<file path="src/rtl/labyrinth_pkg.sv">
// Shared labyrinth definitions: direction bit indices, ball FSM states, grid and colour defaults.
// Latency: none, this file holds only constants, types and a combinational helper.
// Backpressure: not applicable.
package labyrinth_pkg;

  // Bit positions inside the {right, left, down, up} request and wall vectors
  localparam int DIR_UP    = 0;
  localparam int DIR_DOWN  = 1;
  localparam int DIR_LEFT  = 2;
  localparam int DIR_RIGHT = 3;

  // Default maze dimensions in cells
  localparam int DEF_MAP_W = 128;
  localparam int DEF_MAP_H = 128;

  // Colour painted on the ball cell
  localparam logic [7:0] DEF_BALL_PIXEL = 8'hE0;

  // READY accepts a move on a tick; SETTLE gives the map ROM one cycle to re-read
  typedef enum logic {
    READY  = 1'b0,
    SETTLE = 1'b1
  } ball_state_t;

  // Reduce a request vector to a single winner: up > down > left > right.
  // A lower-priority bit is dropped whenever a higher one is set, even if the
  // higher one later turns out to be blocked.
  function automatic logic [3:0] pick_winner(input logic [3:0] req);
    logic [3:0] win;
    win = 4'b0000;
    if (req[DIR_UP])         win[DIR_UP]    = 1'b1;
    else if (req[DIR_DOWN])  win[DIR_DOWN]  = 1'b1;
    else if (req[DIR_LEFT])  win[DIR_LEFT]  = 1'b1;
    else if (req[DIR_RIGHT]) win[DIR_RIGHT] = 1'b1;
    return win;
  endfunction

endpackage

</file>
<file path="src/rtl/labyrinth_ball_move_tick_gen.sv">
// Move-rate divider: free-running 0..MOVE_DIV-1 counter, tick while the count sits at MOVE_DIV-1.
// Latency: tick is combinational from the count; first tick is seen by the MOVE_DIV-th edge after reset.
// Backpressure: none, the counter never stalls.
module move_tick_gen #(
  parameter int MOVE_DIV = 4
) (
  input  logic clk,
  input  logic reset,
  output logic tick
);

  localparam int CNT_W = (MOVE_DIV > 1) ? $clog2(MOVE_DIV) : 1;
  localparam logic [CNT_W-1:0] CNT_LAST = CNT_W'(MOVE_DIV - 1);

  logic [CNT_W-1:0] cnt;

  // Count up and wrap after the last value so ticks are exactly MOVE_DIV cycles apart
  always_ff @(posedge clk) begin
    if (reset) begin
      cnt <= '0;
    end else if (cnt == CNT_LAST) begin
      cnt <= '0;
    end else begin
      cnt <= cnt + CNT_W'(1);
    end
  end

  assign tick = (cnt == CNT_LAST);

endmodule

</file>
<file path="src/rtl/labyrinth_ball.sv">
// Player-ball controller: one-cell moves per tick, edge clamp, wall block (BALL_COLLISION_EN), ball pixel.
// Latency: position updates on the tick edge; vid_pixel_out is registered one cycle after vid_row/vid_col.
// Backpressure: none; requests are level-sensitive and simply ignored while illegal or while settling.
module labyrinth_ball
  import labyrinth_pkg::*;
#(
  parameter int                COORD_W    = 7,
  parameter int                MAP_W      = DEF_MAP_W,
  parameter int                MAP_H      = DEF_MAP_H,
  parameter int                START_X    = 0,
  parameter int                START_Y    = 0,
  parameter int                MOVE_DIV   = 4,
  parameter int                PIX_W      = 8,
  parameter logic [PIX_W-1:0]  BALL_PIXEL = PIX_W'(DEF_BALL_PIXEL)
) (
  input  logic               clk,
  input  logic               reset,
  input  logic [3:0]         map_value,
  input  logic [3:0]         movement,
  output logic [COORD_W-1:0] x_out,
  output logic [COORD_W-1:0] y_out,
  input  logic [COORD_W-1:0] vid_row,
  input  logic [COORD_W-1:0] vid_col,
  output logic [PIX_W-1:0]   vid_pixel_out
);

  localparam logic [COORD_W-1:0] X_MAX   = COORD_W'(MAP_W - 1);
  localparam logic [COORD_W-1:0] Y_MAX   = COORD_W'(MAP_H - 1);
  localparam logic [COORD_W-1:0] X_RESET = COORD_W'(START_X);
  localparam logic [COORD_W-1:0] Y_RESET = COORD_W'(START_Y);

  logic               tick;
  ball_state_t        state;
  ball_state_t        state_nxt;
  logic [COORD_W-1:0] x_nxt;
  logic [COORD_W-1:0] y_nxt;
  logic [3:0]         winner;
  logic [3:0]         wall;
  logic [3:0]         at_edge;
  logic               move_ok;

  move_tick_gen #(
    .MOVE_DIV (MOVE_DIV)
  ) u_tick (
    .clk   (clk),
    .reset (reset),
    .tick  (tick)
  );

`ifdef BALL_COLLISION_EN
  // Wall flags of the current cell block the matching direction
  assign wall = map_value;
`else
  // No-clip build: walls are ignored, only the grid edge holds the ball
  logic unused_map_value;
  assign wall             = 4'b0000;
  assign unused_map_value = ^map_value;
`endif

  // Mark directions that would leave the grid; checked before any add/subtract
  always_comb begin
    at_edge            = 4'b0000;
    at_edge[DIR_UP]    = (y_out == '0);
    at_edge[DIR_DOWN]  = (y_out == Y_MAX);
    at_edge[DIR_LEFT]  = (x_out == '0);
    at_edge[DIR_RIGHT] = (x_out == X_MAX);
  end

  // Only the highest-priority request is considered; a blocked winner means no move
  assign winner  = pick_winner(movement);
  assign move_ok = (winner != 4'b0000) && ((winner & (wall | at_edge)) == 4'b0000);

  // Next-state and next-position: move only from READY on a tick, then settle one cycle
  always_comb begin
    state_nxt = state;
    x_nxt     = x_out;
    y_nxt     = y_out;
    case (state)
      READY: begin
        if (tick && move_ok) begin
          state_nxt = SETTLE;
          if (winner[DIR_UP]) begin
            y_nxt = y_out - COORD_W'(1);
          end else if (winner[DIR_DOWN]) begin
            y_nxt = y_out + COORD_W'(1);
          end else if (winner[DIR_LEFT]) begin
            x_nxt = x_out - COORD_W'(1);
          end else begin
            x_nxt = x_out + COORD_W'(1);
          end
        end
      end
      SETTLE: begin
        state_nxt = READY;
      end
      default: begin
        state_nxt = READY;
      end
    endcase
  end

  // State and position registers; reset overrides any move landing on the same edge
  always_ff @(posedge clk) begin
    if (reset) begin
      state <= READY;
      x_out <= X_RESET;
      y_out <= Y_RESET;
    end else begin
      state <= state_nxt;
      x_out <= x_nxt;
      y_out <= y_nxt;
    end
  end

  // Paint the ball cell, comparing the scan position against the position held at this edge
  always_ff @(posedge clk) begin
    if (reset) begin
      vid_pixel_out <= '0;
    end else if ((vid_row == y_out) && (vid_col == x_out)) begin
      vid_pixel_out <= BALL_PIXEL;
    end else begin
      vid_pixel_out <= '0;
    end
  end

endmodule

</file>
<file path="config.mk">
export PLATFORM = sky130hd
export DESIGN_NAME = labyrinth_ball
export DESIGN_NICKNAME = d
export VERILOG_FILES = /design/src/rtl/labyrinth_pkg.sv /design/src/rtl/labyrinth_ball_move_tick_gen.sv /design/src/rtl/labyrinth_ball.sv
export SDC_FILE = /design/constraint.sdc
export NUM_CORES = 1
export LEC_CHECK = 0
export ABC_AREA = 1
export CAP_MARGIN = 30
export CORE_MARGIN = 4
export CORE_UTILIZATION = 45
export DETAILED_ROUTE_END_ITERATION = 6
export DONT_BUFFER_PORTS = 1
export GPL_ROUTABILITY_DRIVEN = 1
export PLACE_DENSITY = 0.64
export SETUP_SLACK_MARGIN = 0.2
export SLEW_MARGIN = 5
export SYNTH_ARGS = -nofsm -noshare
export SYNTH_HDL_FRONTEND = slang
export SYNTH_SLANG_ARGS = --single-unit
</file>
<file path="constraint.sdc">
create_clock -name clk -period 3.2 [get_ports clk]
set_input_delay 0.64 -clock clk [delete_from_list [all_inputs] [get_ports clk]]
set_output_delay 0.64 -clock clk [all_outputs]
set_load 0.02 [all_outputs]
</file>
======== After elaboration in Yosys (flattened, before gate mapping) ========
Cells that the tools add are included.
W data, S select, Z words.
cells by class
  reduce and logical (&&, ||, !) cells .... 11
  bitwise logic cells ..................... 4
  equality and inequality tests ........... 5
  add/sub/neg operators ................... 5
  multiplexer cells ....................... 13
operator list
  operator               number
  $mux W7                3
  $add A7 B1 Y7 const B  2
  $eq A7 B7 Y1           2
  $eq A7 B7 Y1 const B   2
  $logic_not A7 Y1       2
  $sub A7 B1 Y7 const B  2
  $mux W8                1
  $mux W1                6
  $and A4 B4 Y4          1
  $logic_not A4 Y1       1
  $reduce_and A4 Y1      1
  $reduce_bool A4 Y1     1
  $logic_and A1 B1 Y1    3
  $mux W3                1
  $not A1 Y1             3
  $reduce_and A3 Y1      1
  $add A2 B1 Y2 const B  1
  $eq A2 B2 Y1 const B   1
  $mux W2                1
  $pmux W1 S2            1
  $reduce_bool A2 Y1     1
  $reduce_or A2 Y1       1
storage, ports and cells
  register bits ........................... 25
  word-level logic and storage cells ...... 43
  input port bits ......................... 24
  output and inout port bits .............. 22

======== Logic depth before layout (Yosys ltp) ========
  word-level depth ........................ 10
  depth in mapped cells ................... 11
  gate-level depth less buffers ........... 11

======== Cells and area by module ========
A second synthesis with hierarchy kept.
unflattened totals
  cells, all modules ...................... 265
  area, all modules ....................... 1670.4 sq um
by module, submodules not included
  module          area an instance (sq um)  times used  seq. area each (sq um)  cells an instance
  labyrinth_ball  1595.3                    1           320.3                   256
  move_tick_gen   75.1                      1           40.0                    9

======== Worst setup path before layout ========
Ideal clock, no wire load.
  kind .................................... input-to-reg
  from .................................... in movement[0]
  to ...................................... reg x_out[3]
  slack ................................... 1.169 ns
  cell stages on the path ................. 9
  data required time ...................... 3.138 ns
  buffers on the path ..................... 0
  data arrival time ....................... 1.969 ns
  library setup time ...................... 0.062 ns
  path through ............................ nor2_4 -> nand2_2 -> inv_1 -> ha_1 -> a21o_1 -> a31oi_1 -> xnor2_1 -> nor2_2 -> nor2_2
between the ends
  cells in the longest elaborated chain, start to end .. 6
  elaborated cells on any way between the ends .. 11
  classes of those cells .................. mux: 3; bitwise: 3; reduce/logical: 5
RTL lines
  element                             line                   RTL
  start: declaration                  labyrinth_ball.sv:19   input logic [3:0] movement,
  $mux W1 or $mux W3 (tied branches)  labyrinth_pkg.sv:31    if (req[DIR_UP]) win[DIR_UP] = 1'b1;
  $and A4 B4 Y4                       labyrinth_ball.sv:71   assign move_ok = (winner != 4'b0000) && ((winner & (wall | at_edge)) == 4'b0000);
  $logic_not A4 Y1                    labyrinth_ball.sv:71
  $logic_and A1 B1 Y1                 labyrinth_ball.sv:71
  $logic_and A1 B1 Y1                 labyrinth_ball.sv:80   if (tick && move_ok) begin
  $reduce_and A4 Y1 (no line)         -
  end signal: assignment              labyrinth_ball.sv:110  x_out <= x_nxt;
  end: declaration                    labyrinth_ball.sv:20   output logic [COORD_W-1:0] x_out,
Several ways; a longest one is shown, not always the timed one.
A chain may end at the register's enable or synchronous reset.

======== Worst setup path in the final report ========
  from .................................... reg x_out[0]
  to ...................................... reg x_out[6]
between the ends
  cells in the longest elaborated chain, start to end .. 6
  elaborated cells on any way between the ends .. 10
  classes of those cells .................. add/sub: 2; eq/ne: 1; mux: 1; bitwise: 1; reduce/logical: 5
RTL lines
  element                                           line
  $eq A7 B7 Y1 or $logic_not A7 Y1 (tied branches)  labyrinth_ball.sv:66, labyrinth_ball.sv:65
  $and A4 B4 Y4                                     labyrinth_ball.sv:71
  $logic_not A4 Y1                                  labyrinth_ball.sv:71
  $logic_and A1 B1 Y1                               labyrinth_ball.sv:71
  $logic_and A1 B1 Y1                               labyrinth_ball.sv:80
  $reduce_and A4 Y1 (no line)                       -
Several ways; a longest one is shown, not always the timed one.

==> impl_metrics.json <==
{
  "power.internal_mw": 0.355,
  "drc": 0,
  "insertion_delay_ns": 0.25,
  "grt_pass1_vias": 1403,
  "viasPerCell": 4.98,
  "end_kind": "flop",
  "yosysUniqueCellTypes": 31,
  "antenna_cells": 0,
  "grt_usage_pct": 17.2,
  "die_y_um": 69.9,
  "htreeDepth": 1,
  "routedWlPerCell_um": 13.1,
  "worstPathRequired_ns": 3.40,
  "finClkSkew_ns": 0.00528,
  "nFillCells": 400,
  "ios": 46,
  "drt-total-wl_mm": 4.06,
  "fin_crit_ns": 2.00,
  "dieArea_mm2": 0.00489,
  "total_leakage_power_nw": 0.917,
  "post-route-util_pct": 47.7,
  "whs_path_depth": 1,
  "synth_mux_area_share_pct": 0,
  "swShare_pct": 30.3,
  "synth_simple_gate_area_share_pct": 40.3,
  "yosysSeqAreaShare_pct": 20.9,
  "slew_headroom_pct": 62.3,
  "cts_buffer_depth": 2,
  "finalSetupViolCount": 0,
  "maxCapViolations": 0,
  "grt_pass1_wl_mm": 6.87,
  "synth_xor_area_share_pct": 8.64,
  "die_w_um": 69.9,
  "hold_buffers": 0,
  "antenna_found_initial": 0,
  "core_region_area_mm2": 0.00369,
  "drtAntennaViolNets": 0,
  "drive_above_1_share_pct": 11.5,
  "p_seq_share_pct": 48.6,
  "synth_compound_area_share_pct": 6.97,
  "initial_utilization_pct": 46.7,
  "syn_to_final_growth_pct": 1.96,
  "timing.setup.tns_ns": 0,
  "p_sw_mw": 0.154,
  "grt_overflow": 0,
  "syn_area_mm2": 0.00172,
  "num_vias": 1545,
  "hold_class": "reg2reg",
  "numCtsBuffers": 3,
  "grt_max_degree": 16,
  "synthCells": 266,
  "final-hold-violation-count": 0,
  "ys_ff_latch": 18,
  "final_nets": 301,
  "fin_crit_sh_pct": 62.4,
  "worst_setup_path_start_kind": "flop",
  "portBuffers": 0,
  "layout_commonest_cell": "nand2_1",
  "comb_power_share_pct": 20.1,
  "status": "completed",
  "r2r_cells": 8,
  "cp_max_fo": 9,
  "max_slew.worst_pin.slew_ns": 0.565,
  "crit_type": "reg2reg",
  "cp.arrival_ns": 2.20,
  "drv_slew": 0,
  "synth-adder-area-share_pct": 10.3,
  "mostFrequentLayoutCells": "62 x nand2_1, 40 x nor2_1, 33 x inv_1",
  "power_frac_clock_pct": 31.3,
  "dp_hpwl_mm": 3.25,
  "powerDensity_mw_per_mm2": 290,
  "clk_pin_slew_ns": 0.07,
  "cts_tree": "done",
  "rows": 22,
  "first_iter_violations": 67,
  "synth_top_family_by_area": "simple AND/OR/NAND/NOR gates",
  "cts_resized": 0,
  "cts-root-buf": "clkbuf_8",
  "syn_avg_cell_area_um2": 6.48,
  "ir_worst_vdd_mv": 0.219,
  "post_cts_buffers": 0,
  "routabilityCongestion": 0.872,
  "rsz0062_at_grt": "no",
  "fmax_mhz": 501,
  "firstDrtPassIters": 4,
  "yosys_warnings": 0,
  "clock-sinks": 18
}
[cells in the mapped netlist (all sizes together)]
| cell | instances | area share, % |
|---|---|---|
| nor4 | 1 | 0.36 |
| xnor2 | 10 | 5.1 |
| o2111ai | 1 | 0.51 |
| conb | 1 | 0.22 |
| xor2 | 7 | 3.6 |
| buf | 12 | 5.2 |
| o21ai | 3 | 1.1 |
| a22o | 1 | 0.51 |
| nand2 | 71 | 17 |
| a21oi | 4 | 1.2 |
| inv | 34 | 7.4 |
| nor2 | 52 | 13 |
| o221ai | 1 | 0.51 |
| or2 | 1 | 0.36 |
| nor3b | 1 | 0.44 |
| fa | 2 | 2.3 |
| nand4 | 7 | 3.3 |
| a31oi | 4 | 1.5 |
| ha | 11 | 8.0 |
| a21o | 4 | 1.7 |
| nand3 | 12 | 3.5 |
| dfxtp | 18 | 21 |
| nor3 | 8 | 2.3 |
[worst paths after layout]
| check | start | end | slack, ns |
|---|---|---|---|
| worst min register to register | u_tick.cnt[0]$_SDFF_PP0_ | u_tick.cnt[0]$_SDFF_PP0_ | 0.43 |
| worst max-delay path | x_out[0]$_SDFFE_PP0P_ | x_out[6]$_SDFFE_PP0P_ | 1.20 |
| worst max register to register | x_out[0]$_SDFFE_PP0P_ | x_out[6]$_SDFFE_PP0P_ | 1.20 |
| worst min-delay path | u_tick.cnt[0]$_SDFF_PP0_ | u_tick.cnt[0]$_SDFF_PP0_ | 0.43 |
[through the flow]
| step | cells | setup slack (ns) | area (um2) | hold WS (ns) | total power [mW] |
|---|---|---|---|---|---|
| after floorplan | 270 | 1.17 | 1740 | 0.403 | 0.342 |
| after global placement | 307 | 0.962 | 1720 | 0.415 | 0.354 |
| after detailed placement | 307 | 0.969 | 1720 | 0.422 | 0.355 |
| after CTS | 310 | 1.21 | 1760 | 0.432 | 0.515 |
| after global routing | 310 | 1.07 | 1760 | 0.436 | 0.543 |
| final | 310 | 1.20 | 1760 | 0.426 | 0.510 |
[routing by layer]
layer / GRT usage, % / wire [um] / vias up
met5: 0 / 0 / -
met1: 24.8 / 1940 / 668
li1: - / - / 828
met2: 26.4 / 1800 / 47
met4: 2.55 / 22 / 0
met3: 4.32 / 301 / 2
[state kept, by name (all words and copies together), names as in the netlist]
signal / count
u_tick.cnt: 2
x_out: 7
state: 1
vid_pixel_out: 1
y_out: 7
[worst max-delay path, stage by stage (launching register included)]
cell	delay (ns)
dfxtp_1	0.64
inv_1	0.22
fa_1	0.50
inv_1	0.10
nand4_1	0.10
nand3_1	0.10
xnor2_1	0.14
nor2_2	0.05
nor2_2	0.10
[logic make-up (layout without fill, tap and decap cells)]
group / count (synthesis) / in the layout
AO/OA/AOI/OAI: 18 / 18
XOR/XNOR: 17 / 17
adder cells (fa/ha/maj): 13 / 13
buffers and inverters: 46 / 38
flip-flops: 18 / 18
other: 1 / 5
AND/OR/NAND/NOR: 153 / 153
[final cells by class]
cell class | count | area (um2) | share of cell area (%)
Clock buffer | 3 | 41.3 | 2.35
Timing Repair Buffer | 1 | 7.51 | 0.427
Multi-Input combinational cell | 206 | 1160 | 66.0
Sequential cell | 18 | 360 | 20.5
Inverter | 34 | 128 | 7.26
Tap cell | 48 | 60.1 | 3.42
[power by group through the flow]
stage	clock (mW)	combinational [mW]	sequential [mW]
after floorplan	0	0.0933	0.249
after CTS	0.165	0.102	0.248
after detailed placement	0	0.102	0.253
after global routing	0.177	0.117	0.249
after global placement	0	0.101	0.253
final	0.159	0.102	0.248
No activity file was read; power rests on OpenSTA's default activity.
